`src/rtl/float_arith_pkg.sv`:
```
// Shared constants and helpers for the small-float arithmetic blocks.
// Word format is {sign, exponent, stored mantissa} with an implicit leading one.
package float_arith_pkg;

    typedef enum logic [1:0] {
        FLAG_NONE = 2'd0,
        FLAG_OVF  = 2'd1,
        FLAG_UNF  = 2'd2
    } flag_e;

    function automatic int word_w(input int exp_w, input int man_w);
        return 1 + exp_w + man_w;
    endfunction

    function automatic int bias_of(input int exp_w);
        return (1 << (exp_w - 1)) - 1;
    endfunction

    function automatic int prod_w(input int man_w);
        return 2 * man_w + 2;
    endfunction

endpackage

```
`src/rtl/mant_mult_pipe.sv`:
```
// Two-stage registered unsigned multiplier: operands are captured first,
// the product is registered one enabled cycle later.
module mant_mult_pipe #(
    parameter int N = 7
) (
    input  logic           clk,
    input  logic           rst_n,
    input  logic           en,
    input  logic [N-1:0]   a,
    input  logic [N-1:0]   b,
    output logic [2*N-1:0] p
);

    logic [N-1:0] a_q;
    logic [N-1:0] b_q;

    always_ff @(posedge clk or negedge rst_n) begin
        if (!rst_n) begin
            a_q <= '0;
            b_q <= '0;
            p   <= '0;
        end else if (en) begin
            a_q <= a;
            b_q <= b;
            p   <= (2*N)'(a_q) * (2*N)'(b_q);
        end
    end

endmodule

```
`src/rtl/float_mult_param.sv`:
```
// Parameterised 3-stage floating-point multiplier with valid/ready handshake.
// No subnormals, infinities or NaN; out-of-range results saturate or flush to zero.
module float_mult_param
    import float_arith_pkg::*;
#(
    parameter int EXP_W = 5,
    parameter int MAN_W = 6
) (
    input  logic                   clk_i,
    input  logic                   rst_n_i,
    input  logic                   valid_i,
    output logic                   ready_o,
    input  logic [EXP_W+MAN_W:0]   data_1_i,
    input  logic [EXP_W+MAN_W:0]   data_2_i,
    input  logic                   rnd_mode_i,
    output logic                   valid_o,
    input  logic                   ready_i,
    output logic [EXP_W+MAN_W:0]   data_mult_o,
    output logic                   overflow_o,
    output logic                   underflow_o
);

    localparam int W    = word_w(EXP_W, MAN_W);
    localparam int BIAS = bias_of(EXP_W);
    localparam int PW   = prod_w(MAN_W);
    localparam int EW   = EXP_W + 2;

    localparam logic signed [EW-1:0] BIAS_S = EW'(BIAS);
    localparam logic signed [EW-1:0] EMAX_S = EW'((1 << EXP_W) - 1);
    localparam logic signed [EW-1:0] ZERO_S = '0;

    logic en;
    assign en      = !valid_o || ready_i;
    assign ready_o = en;

    // S1: unpack, exponent sum, sign, zero detect; multiplier captures operands
    logic             s1_valid, s1_sign, s1_zero, s1_rnd;
    logic [EXP_W:0]   s1_esum;

    always_ff @(posedge clk_i or negedge rst_n_i) begin
        if (!rst_n_i) begin
            s1_valid <= 1'b0;
            s1_sign  <= 1'b0;
            s1_zero  <= 1'b0;
            s1_rnd   <= 1'b0;
            s1_esum  <= '0;
        end else if (en) begin
            s1_valid <= valid_i;
            s1_sign  <= data_1_i[W-1] ^ data_2_i[W-1];
            s1_zero  <= (data_1_i[W-2:0] == '0) || (data_2_i[W-2:0] == '0);
            s1_rnd   <= rnd_mode_i;
            s1_esum  <= {1'b0, data_1_i[W-2:MAN_W]} + {1'b0, data_2_i[W-2:MAN_W]};
        end
    end

    logic [PW-1:0] prod;

    mant_mult_pipe #(.N(MAN_W + 1)) u_mant_mult (
        .clk   (clk_i),
        .rst_n (rst_n_i),
        .en    (en),
        .a     ({1'b1, data_1_i[MAN_W-1:0]}),
        .b     ({1'b1, data_2_i[MAN_W-1:0]}),
        .p     (prod)
    );

    // S2: product completes inside the multiplier; remove the bias
    logic                  s2_valid, s2_sign, s2_zero, s2_rnd;
    logic signed [EW-1:0]  s2_exp;

    always_ff @(posedge clk_i or negedge rst_n_i) begin
        if (!rst_n_i) begin
            s2_valid <= 1'b0;
            s2_sign  <= 1'b0;
            s2_zero  <= 1'b0;
            s2_rnd   <= 1'b0;
            s2_exp   <= '0;
        end else if (en) begin
            s2_valid <= s1_valid;
            s2_sign  <= s1_sign;
            s2_zero  <= s1_zero;
            s2_rnd   <= s1_rnd;
            s2_exp   <= $signed({1'b0, s1_esum}) - BIAS_S;
        end
    end

    // S3: normalise, round, then classify
    logic                  norm, guard;
    logic [MAN_W-1:0]      man_t;
    logic [MAN_W:0]        man_r;
    logic [1:0]            exp_inc;
    logic signed [EW-1:0]  er;
    logic [W-1:0]          res;
    flag_e                 flag;
    logic                  unused_low_bits;

    assign unused_low_bits = ^prod[MAN_W-2:0];

    always_comb begin
        norm    = prod[PW-1];
        man_t   = norm ? prod[PW-2 -: MAN_W] : prod[PW-3 -: MAN_W];
        guard   = norm ? prod[MAN_W] : prod[MAN_W-1];
        man_r   = {1'b0, man_t} + {{MAN_W{1'b0}}, s2_rnd & guard};
        exp_inc = {1'b0, norm} + {1'b0, man_r[MAN_W]};
        er      = s2_exp + $signed({{(EW-2){1'b0}}, exp_inc});
        res     = '0;
        flag    = FLAG_NONE;
        if (s2_zero) begin
            res  = '0;
            flag = FLAG_NONE;
        end else if (er <= ZERO_S) begin
            res  = '0;
            flag = FLAG_UNF;
        end else if (er >= EMAX_S) begin
            res  = {s2_sign, {(W-1){1'b1}}};
            flag = FLAG_OVF;
        end else begin
            // a rounding carry leaves man_r's low bits at zero already
            res  = {s2_sign, er[EXP_W-1:0], man_r[MAN_W-1:0]};
            flag = FLAG_NONE;
        end
    end

    always_ff @(posedge clk_i or negedge rst_n_i) begin
        if (!rst_n_i) begin
            valid_o     <= 1'b0;
            data_mult_o <= '0;
            overflow_o  <= 1'b0;
            underflow_o <= 1'b0;
        end else if (en) begin
            valid_o     <= s2_valid;
            data_mult_o <= res;
            overflow_o  <= (flag == FLAG_OVF);
            underflow_o <= (flag == FLAG_UNF);
        end
    end

endmodule

```
`config.mk`:
```
export PLATFORM = sky130hd
export DESIGN_NAME = float_mult_param
export DESIGN_NICKNAME = d
export VERILOG_FILES = /design/src/rtl/float_arith_pkg.sv /design/src/rtl/mant_mult_pipe.sv /design/src/rtl/float_mult_param.sv
export SDC_FILE = /design/constraint.sdc
export NUM_CORES = 1
export LEC_CHECK = 0
export ABC_AREA = 1
export CAP_MARGIN = 20
export CORE_UTILIZATION = 49
export DETAILED_ROUTE_END_ITERATION = 10
export GPL_TIMING_DRIVEN = 0
export PLACE_DENSITY = 0.73
export SETUP_SLACK_MARGIN = 0.2
export SLEW_MARGIN = 20
export SYNTH_ARGS = -nofsm -noshare
export SYNTH_HDL_FRONTEND = slang
export SYNTH_SLANG_ARGS = --single-unit
export TNS_END_PERCENT = 5
```
`constraint.sdc`:
```
create_clock -name clk_i -period 4.3 [get_ports clk_i]
set_input_delay 1.29 -clock clk_i [delete_from_list [all_inputs] [get_ports clk_i]]
set_output_delay 1.29 -clock clk_i [all_outputs]
set_load 0.02 [all_outputs]
```
==> results of run 1 <==
-- metal layers --
metal  wire length [microns]  vias up
met5                       0        -
met4                     145        0
met3                     466       14
met2                    5300       87
met1                    5040     1994
li1                        -     2117
-- critical path: cells and delay by family --
family / cells / cell delay [ps]
buffers and inverters: 4 / 1180
AND/OR/NAND/NOR: 1 / 240
-- state kept, by name, indices dropped and copies added (netlist names) --
signal and flops:
s2_sign 1, underflow_o 1, s1_valid 1, data_mult_o 12, u_mant_mult.p 9, s1_rnd 1
s2_zero 1, valid_o 1, s1_sign 1, u_mant_mult.a_q 6, overflow_o 1, s2_valid 1
u_mant_mult.b_q 7, s1_esum 6, s2_exp 7, s1_zero 1, s2_rnd 1
-- kinds of logic (layout without fill, tap and decap cells) --
kind of cell	Yosys count	in the layout
fa+ha+maj	66	66
compound gates	52	52
xor+xnor	7	7
flops	58	58
buf+inv	141	203
simple gates	322	322
-- worst max path at each step --
| stage | start | end | slack (ps) | cells past startpoint |
|---|---|---|---|---|
| 4_1_cts | u_mant_mult.b_q[6] | u_mant_mult.p[13] | 100 | 14 |
| 6_report | ready_i | ready_o | 310 | 5 |
| 3_3_place_gp | u_mant_mult.b_q[6] | u_mant_mult.p[13] | -150 | 14 |
| 5_1_grt | u_mant_mult.b_q[6] | u_mant_mult.p[13] | 160 | 17 |
| 2_1_floorplan | u_mant_mult.b_q[6] | u_mant_mult.p[13] | 280 | 14 |
| 3_5_place_dp | u_mant_mult.b_q[6] | u_mant_mult.p[13] | -180 | 14 |
-- power by group --
group	internal [mW]	switching, mW
logic	1.49	2.11
registers	0.773	0.130
clock network	0.338	0.220
total	2.60	2.46
-- through the flow --
step | util | setup WS [ps]
floorplan | - | 280
global placement | 0.576 | -153
detailed placement | 0.579 | -181
CTS | 0.603 | 99.3
global route | 0.611 | 156
finish | 0.611 | 311
-- placed cells by master (no fill, tap or decap), types with 3 or more instances in the layout --
| master | count |
|---|---|
| nand2_1 | 225 |
| nor2_1 | 20 |
| nand2_2 | 3 |
| ha_1 | 38 |
| o21ai_0 | 30 |
| buf_4 | 4 |
| xnor2_1 | 5 |
| clkdlybuf4s50_1 | 42 |
| clkbuf_2 | 5 |
| inv_1 | 111 |
| fa_1 | 25 |
| nand3b_1 | 3 |
| nand3_1 | 34 |
| ha_4 | 3 |
| dfrtp_1 | 57 |
| o22ai_1 | 3 |
| buf_2 | 6 |
| a21oi_1 | 7 |
| nand3_2 | 13 |
| clkbuf_4 | 3 |
| clkbuf_1 | 9 |
| nand4_1 | 10 |
| clkbuf_8 | 10 |
| nor3_1 | 5 |
| buf_6 | 3 |
-- Yosys cell counts, types with 2 or more instances --
master and count:
o22ai_1 3, nor4_1 2, inv_2 2, fa_1 25, o21bai_1 2, inv_1 111, nor2_1 20, xor2_1 2
o21ai_1 2, a31oi_1 2, ha_1 41, nor3_1 5, nor2_2 2, buf_6 2, a21oi_1 8, o21ai_0 30
buf_2 5, nand4_1 10, nand3_1 34, clkbuf_1 19, dfrtp_1 58, xnor2_1 5, nand3b_1 3, nand2_1 225
nand2_2 3, nand3_2 13
-- timing repair --
action | in CTS | in global routing
pin swaps | 0 | 2
setup buffers | 0 | 2
resized for setup | 6 | 30
setup endpoints to repair | 8 | 8
hold buffers | 0 | 0
-- cell type report --
cell class | instances | area [sq um]
inverters | 113 | 424
clock buffers | 10 | 138
plain buffers | 28 | 173
well taps | 129 | 161
repair buffers | 47 | 479
fillers | 885 | 3640
flip-flops and latches | 58 | 1450
clock inverters | 5 | 78.8
multi-input cells | 447 | 2820
==> flow_metrics.env, run 1 <==
export IMPL_ys_seq_area_frac=0.303
export IMPL_grt_max_degree=47
export IMPL_rr_endpoint="u_mant_mult.p[13]"
export IMPL_fin_tns_setup_ps=0
export IMPL_cts_path_max_buffers=2
export IMPL_reg2reg_depth=14
export IMPL_clk_latency_ps=330
export IMPL_critPathKind="input pin to output pin"
export IMPL_drive_gt1_frac=0.0946
export IMPL_relSlewSlack=0.572
export IMPL_slowest_stage="clkdlybuf4s50_1"
export IMPL_status="complete, no violations"
export IMPL_nets=799
export IMPL_synth_area_leaders="dfrtp_1, nand2_1, ha_1"
export IMPL_hpwl_microns=8440
export IMPL_skew_ps=10.9
export IMPL_holdCritStartpoint="s2_valid"
export IMPL_yosys_area_top_type="dfrtp_1"
export IMPL_power_density_nw_per_um2=884
export IMPL_instances_no_fill=837
export IMPL_synth_seq_cells=58
export IMPL_synth_compound_area_share=0.0600
export IMPL_ioPinCount=45
export IMPL_cts_clk_slew_worst_paths_ps=60
export IMPL_dieHeight_microns=101
export IMPL_fp_dieArea_sq_um=10200
export IMPL_cts_sinks=58
export IMPL_synth_area_per_cell_sq_um=7.42
export IMPL_final_period_minus_worst_setup_slack_ps=3990
export IMPL_tightest_slew_ps=642
export IMPL_crit_chain="clkdlybuf4s50_1, nor2_4, inv_1, clkbuf_2, dlygate4sd2_1"
export IMPL_vias=4212
export IMPL_ys_flop_type="dfrtp_1"
export IMPL_critPathMaxFanout=10
export IMPL_core_area_sq_um=9370
export IMPL_synthXorXnorAreaFrac=0.0128
export IMPL_synthAdderAreaFrac=0.211
export IMPL_synth_mux_area_frac=0
export IMPL_synth_warnings=0
export IMPL_fp_dieW_microns=101
export IMPL_h_tree_depth=3
export IMPL_drv_cap=0
export IMPL_cp_end_kind="output pin"
export IMPL_hold_viol_final=0
export IMPL_drt_wl_total_microns=11000
export IMPL_peakVddDrop_v=0.000432
export IMPL_r2r_start="u_mant_mult.b_q[6]"
export IMPL_cts_tree="yes"
export IMPL_final_area_sq_um=5730
export IMPL_grt_pass1_wl_microns=18900
export IMPL_cp_arrival_ps=2700
export IMPL_cts_root_buffer_cell="clkbuf_8"
export IMPL_dp_cells=820
export IMPL_synthCells=646
export IMPL_critPathRequiredTime_ps=3010
export IMPL_grt_busiest_layer="met2"
export IMPL_io_buffers=44
export IMPL_synth_simple_area_share=0.294
export IMPL_place_gp_congestion=0.867
export IMPL_use_met1=0.317
export IMPL_slew_violations=0
export IMPL_crit_path_start_kind="input pin"
export IMPL_synth_edf_count=0
export IMPL_ys_types=38
export IMPL_p_leak_nw=3.18
export IMPL_yosysTopAreaCellShare=0.303
export IMPL_initial_core_util=0.512
export IMPL_syn_nets=741
export IMPL_maxClockFrequency_mhz=251
export IMPL_drtIter0Drc=199
export IMPL_rows=35
export IMPL_hold_end="valid_o"
export IMPL_async_flop_share=1.00
export IMPL_whs_ps=466
export IMPL_grt_use_met3=0.0347
export IMPL_final_period_utilization=0.928
export IMPL_diodes=0
export IMPL_cts_made_buffers=9
export IMPL_min_path_type="flip-flop to flip-flop"
export IMPL_holdPathStages=2
export IMPL_drtAntennaViolNets=0
export IMPL_placed_cell_area_sq_um=5420
export IMPL_reg2reg_slack_ps=340
export IMPL_finalSetupViolations=0
export IMPL_use_met2=0.411
export IMPL_critPathMaxStageDelay_ps=460
export IMPL_netlist_area_sq_um=4800
export IMPL_drt_vias_per_instance=5.03
export IMPL_rsz0062_at_grt="yes"
export IMPL_finalPower_mw=5.06
export IMPL_synthToLayoutAreaGrowth_pct=19.4
export IMPL_grt_pass1_vias=4149
export IMPL_grt_overflow=0
export IMPL_synth_top_family_by_area="simple AND/OR/NAND/NOR gates"
export IMPL_wl_per_cell_microns=13.1
export IMPL_antenna_found_initial=0
export IMPL_dr_pass1_iters=4
export IMPL_drcViolationCount=0
export IMPL_grt_use_total=0.239
Note: power is estimated with default switching activity, not from simulation.
==> run 2: changes to the inputs <==
--- a/config.mk
+++ b/config.mk
@@ -12,4 +12,5 @@
 export GPL_TIMING_DRIVEN = 0
 export PLACE_DENSITY = 0.73
+export REMOVE_ABC_BUFFERS = 1
 export SETUP_SLACK_MARGIN = 0.2
 export SLEW_MARGIN = 20
==> constraint.sdc (replaced) <==
create_clock -name clk_i -period 4.3 [get_ports clk_i]
set_input_delay 1.29 -clock clk_i [delete_from_list [all_inputs] [get_ports clk_i]]
set_output_delay 1.29 -clock clk_i [all_outputs]
set_load 0.1 [all_outputs]
==> run 2 against run 1 <==
- critical path type unchanged
- worst hold slack better by 4.1 ps
- design area down 3.3%
- non-clock buffer count fell by 25
==> flow_metrics.env, run 2 (synthesized netlist as in run 1, its figures left out) <==
export IMPL_status="complete, no violations"
export IMPL_largest_reg_flops=12
export IMPL_startpoint="ready_i"
export IMPL_initial_core_util=0.512
export IMPL_fp_dieW_microns=101
export IMPL_critPathMaxStageDelay_ps=590
export IMPL_clk_latency_ps=330
export IMPL_wl_per_cell_microns=12.2
export IMPL_rows=35
export IMPL_critPathKind="input pin to output pin"
export IMPL_slew_violations=0
export IMPL_layout_common_cells="nand2_1, inv_1, dfrtp_1, clkdlybuf4s50_1, ha_1"
export IMPL_path_buf_inv=3
export IMPL_antenna_found_initial=0
export IMPL_skew_ps=9.66
export IMPL_hold_viol_final=0
export IMPL_vias=4032
export IMPL_top_register="data_mult_o"
export IMPL_ioPinCount=45
export IMPL_io_buffers=44
export IMPL_relSlewSlack=0.350
export IMPL_nets=775
export IMPL_cts_root_buffer_cell="clkbuf_8"
export IMPL_grt_pass1_vias=3944
export IMPL_h_tree_depth=3
export IMPL_cts_made_buffers=9
export IMPL_drt_wl_total_microns=9950
export IMPL_cts_clk_slew_worst_paths_ps=70
export IMPL_final_core_util=0.591
export IMPL_drive_gt1_frac=0.0847
export IMPL_cp_end_kind="output pin"
export IMPL_crit_chain="clkdlybuf4s50_1, nor2_4, inv_4, buf_4"
export IMPL_rsz0062_at_grt="yes"
export IMPL_final_period_utilization=0.924
export IMPL_crit_path_start_kind="input pin"
export IMPL_drt_vias_per_instance=4.95
export IMPL_tightest_slew_ps=973
export IMPL_critPathRequiredTime_ps=3010
export IMPL_hpwl_microns=7560
export IMPL_layout_commonest_cell="nand2_1"
export IMPL_fp_dieArea_sq_um=10200
export IMPL_drtIter0Drc=164
export IMPL_min_path_type="flip-flop to flip-flop"
export IMPL_slowest_stage="clkdlybuf4s50_1"
export IMPL_diodes=0
export IMPL_synthToLayoutAreaGrowth_pct=15.4
export IMPL_dieHeight_microns=101
export IMPL_critPathMaxFanout=40
export IMPL_final_period_minus_worst_setup_slack_ps=3970
export IMPL_finalSetupViolations=0
export IMPL_maxClockFrequency_mhz=252
export IMPL_cp_depth=4
export IMPL_largestRegisters="data_mult_o x12, u_mant_mult.p x9"
export IMPL_grt_pass1_wl_microns=17100
export IMPL_grt_overflow=0
export IMPL_cp_arrival_ps=2680
export IMPL_path_delay_family="buffers and inverters"
export IMPL_drtAntennaViolNets=0
export IMPL_whs_ps=470
export IMPL_grt_use_total=0.212
export IMPL_dr_pass1_iters=4
export IMPL_r2r_start="u_mant_mult.a_q[3]"
export IMPL_reg2reg_depth=16
export IMPL_cts_sinks=58
export IMPL_cts_path_max_buffers=2
export IMPL_holdBufCountCts=0
export IMPL_drv_cap=0
export IMPL_drcViolationCount=0
export IMPL_grt_max_degree=59
export IMPL_setup_worst_path_end="ready_o"
export IMPL_place_gp_congestion=0.862
export IMPL_rr_endpoint="u_mant_mult.p[13]"
export IMPL_core_area_sq_um=9370
export IMPL_reg2reg_slack_ps=390
export IMPL_cts_tree="yes"
-- run 2: timing repair --
item	in CTS	in global routing
gates resized for setup	8	6
pin swaps	1	1
cloned	1	0
setup buffers	0	5
setup endpoints to repair	6	6
-- run 2: final cells by class --
class                   count  area [sq um]
clock buffers              11           151
clock inverters             5          52.6
fillers                   852          3840
inverters                 113           427
multi-input cells         448          2790
flip-flops and latches     58          1460
well taps                 129           161
repair buffers             50           493
-- run 2: worst min-delay path, stage by stage, from the launching register on --
cell     delay [ps]
dfrtp_1         330
inv_1            50
nand2_1          60
-- run 2: metrics by stage --
| step | instance area (sq um) | instances | setup WS (ps) | setup TNS (ps) |
|---|---|---|---|---|
| 5_1_grt | 5540 | 814 | 196 | 0 |
| 4_1_cts | 5490 | 809 | 193 | 0 |
| 2_1_floorplan | 4650 | 618 | -609 | -609 |
| 6_report | 5540 | 814 | 327 | 0 |
| 3_5_place_dp | 5270 | 792 | -713 | -713 |
| 3_3_place_gp | 5250 | 791 | -2830 | -32500 |
-- run 2: how the worst min path moves through the flow --
stage	start	endpoint	slack, ps	cells past startpoint
after CTS	s2_valid	valid_o	470	2
after global routing	s2_valid	valid_o	500	2
after detailed placement	s2_valid	valid_o	460	2
after global placement	s2_valid	valid_o	430	2
after floorplan	s2_valid	valid_o	420	2
final	s2_valid	valid_o	470	2
-- run 2: metal layers --
layer / up-vias / wire length (microns) / global-route usage
met5: - / 0 / 0
met4: 0 / 157 / 0.0780
met3: 17 / 324 / 0.0354
met2: 71 / 4900 / 0.374
met1: 1875 / 4570 / 0.261
li1: 2069 / - / -
Power of run 2 is not shown: default switching activity piles up to over one toggle a cycle in this logic, so the estimate is an artifact.
==> run 3: changes to the inputs <==
- GPL_TIMING_DRIVEN: 0 -> unset
- SETUP_SLACK_MARGIN: 0.2 -> 0.3
==> run 3 against run 2 <==
- sequential cell count stayed put
- non-clock buffer count shrank 1
- via count decreased by 0.42%
- critical endpoint is now u_mant_mult.p[12]
- highest routed layer unchanged
==> flow_metrics.env, run 3 (synthesized netlist as in run 1, its figures left out) <==
export IMPL_status="complete, no violations"
export IMPL_dieHeight_microns=101
export IMPL_instances_no_fill=812
export IMPL_final_period_minus_worst_setup_slack_ps=3800
export IMPL_final_period_utilization=0.884
export IMPL_drtAntennaViolNets=0
export IMPL_final_core_util=0.596
export IMPL_rows=35
export IMPL_antenna_found_initial=0
export IMPL_critPathKind="flip-flop to flip-flop"
export IMPL_seq_area_sq_um=1460
export IMPL_largest_reg_flops=12
export IMPL_startpoint="u_mant_mult.b_q[1]"
export IMPL_synthToLayoutAreaGrowth_pct=16.5
export IMPL_multiInputGateArea_sq_um=2820
export IMPL_cp_end_kind="flip-flop"
export IMPL_crit_path_start_kind="flip-flop"
export IMPL_rsz0062_at_grt="yes"
export IMPL_hold_end="valid_o"
export IMPL_grt_overflow=0
export IMPL_clk_latency_ps=340
export IMPL_slew_violations=0
export IMPL_drv_cap=0
export IMPL_largestRegisters="data_mult_o x12, u_mant_mult.p x9"
export IMPL_cts_tree="yes"
export IMPL_rr_endpoint="u_mant_mult.p[12]"
export IMPL_tightest_slew_ps=968
export IMPL_holdCritStartpoint="s2_valid"
export IMPL_fp_dieArea_sq_um=10200
export IMPL_critPathRequiredTime_ps=4530
export IMPL_core_area_sq_um=9370
export IMPL_maxClockFrequency_mhz=263
export IMPL_cts_clk_slew_worst_paths_ps=70
export IMPL_cts_path_max_buffers=2
export IMPL_cts_made_buffers=9
export IMPL_finalSetupViolations=0
export IMPL_relSlewSlack=0.353
export IMPL_grt_use_total=0.214
export IMPL_ioPinCount=45
export IMPL_drtIter0Drc=126
export IMPL_hold_viol_final=0
export IMPL_dp_cells=796
export IMPL_fill_cells=865
export IMPL_critPathMaxFanout=8
export IMPL_drive_gt1_frac=0.0922
export IMPL_dr_pass1_iters=4
export IMPL_vias=4015
export IMPL_skew_ps=8.47
export IMPL_min_path_type="flip-flop to flip-flop"
export IMPL_holdBufCountCts=0
export IMPL_initial_core_util=0.512
export IMPL_top_register="data_mult_o"
export IMPL_nets=773
export IMPL_io_buffers=44
export IMPL_r2r_start="u_mant_mult.b_q[1]"
export IMPL_h_tree_depth=3
export IMPL_reg2reg_slack_ps=500
export IMPL_layout_common_cells="nand2_1, inv_1, dfrtp_1, clkdlybuf4s50_1, ha_1"
export IMPL_drt_vias_per_instance=4.94
export IMPL_hpwl_microns=7550
export IMPL_grt_pass1_wl_microns=17100
export IMPL_drt_wl_total_microns=9810
export IMPL_place_gp_congestion=0.882
export IMPL_cp_arrival_ps=4030
export IMPL_drcViolationCount=0
export IMPL_diodes=0
export IMPL_holdPathStages=2
export IMPL_wl_per_cell_microns=12.1
export IMPL_cts_sinks=58
export IMPL_grt_max_degree=64
export IMPL_cts_root_buffer_cell="clkbuf_8"
export IMPL_post_cts_buffers=0
export IMPL_reg2reg_depth=20
export IMPL_fp_dieW_microns=101
export IMPL_grt_pass1_vias=3874
export IMPL_layout_commonest_cell="nand2_1"
-- run 3: changes by cell type in the layout (fill, tap and decap cells not counted) --
cell       delta
clkbuf_8      +1
dfrtp_1       -4
buf_4         -2
nand2_2       +1
clkinv_2      -2
bufinv_16     +1
buf_2         +1
nor2_1        -1
dfrtp_2       +4
ha_4          +2
inv_1         +1
inv_4         -1
nand2_1       -1
ha_1          -2
-- run 3: routing by layer --
metal  vias up  GRT usage  part of all wire
li1       2064          -                 -
met1      1852      0.272              0.46
met2        81      0.362              0.49
met3        18     0.0451             0.031
met4         0     0.0747             0.018
met5         -          0                 0
-- run 3: worst max-delay path by stage --
stage / end / slack, ps / cells past startpoint
after floorplan: ready_o / -610 / 2
after global placement: u_mant_mult.p[13] / 410 / 13
after detailed placement: u_mant_mult.p[13] / 320 / 13
after CTS: u_mant_mult.p[13] / 330 / 13
after global routing: u_mant_mult.p[13] / 230 / 19
final: u_mant_mult.p[12] / 500 / 20
-- run 3: through the flow --
stage | hold slack [ps] | TNS [ps] | worst slack [ps] | instance area [sq um]
final | 449 | 0 | 499 | 5590
after global routing | 486 | 0 | 231 | 5590
after CTS | 453 | 0 | 333 | 5540
after detailed placement | 436 | 0 | 324 | 5300
after global placement | 433 | 0 | 410 | 5300
after floorplan | 420 | -609 | -609 | 4650
-- run 3: final cells by class --
type	instances	area share
clock buffer	12	0.0296
timing repair buffer	49	0.0865
tap	129	0.0289
multi-input combinational	447	0.504
clock inverter	4	0.0130
sequential	58	0.262
inverter	113	0.0759
-- run 3: repair_timing --
action                                  CTS  global route
hold endpoints to repair                  0             0
endpoints found under the setup margin    0            17
resized for setup                         0            15
-- run 3: critical path: stages (launching register included) --
cell     delay, ps
dfrtp_1        500
nand2_1        110
fa_1           490
inv_1           40
ha_1           280
inv_1           60
fa_1           500
fa_1           540
inv_1           40
ha_1           370
nand2_1         70
nand2_1         60
inv_1           50
nor2_1          80
nor2_1          40
nand2_1        140
nand2_1         90
nand2_1         60
nand2_1         50
nand3_1         60
nand2_1         50
Power of run 3 is left out for the same reason.
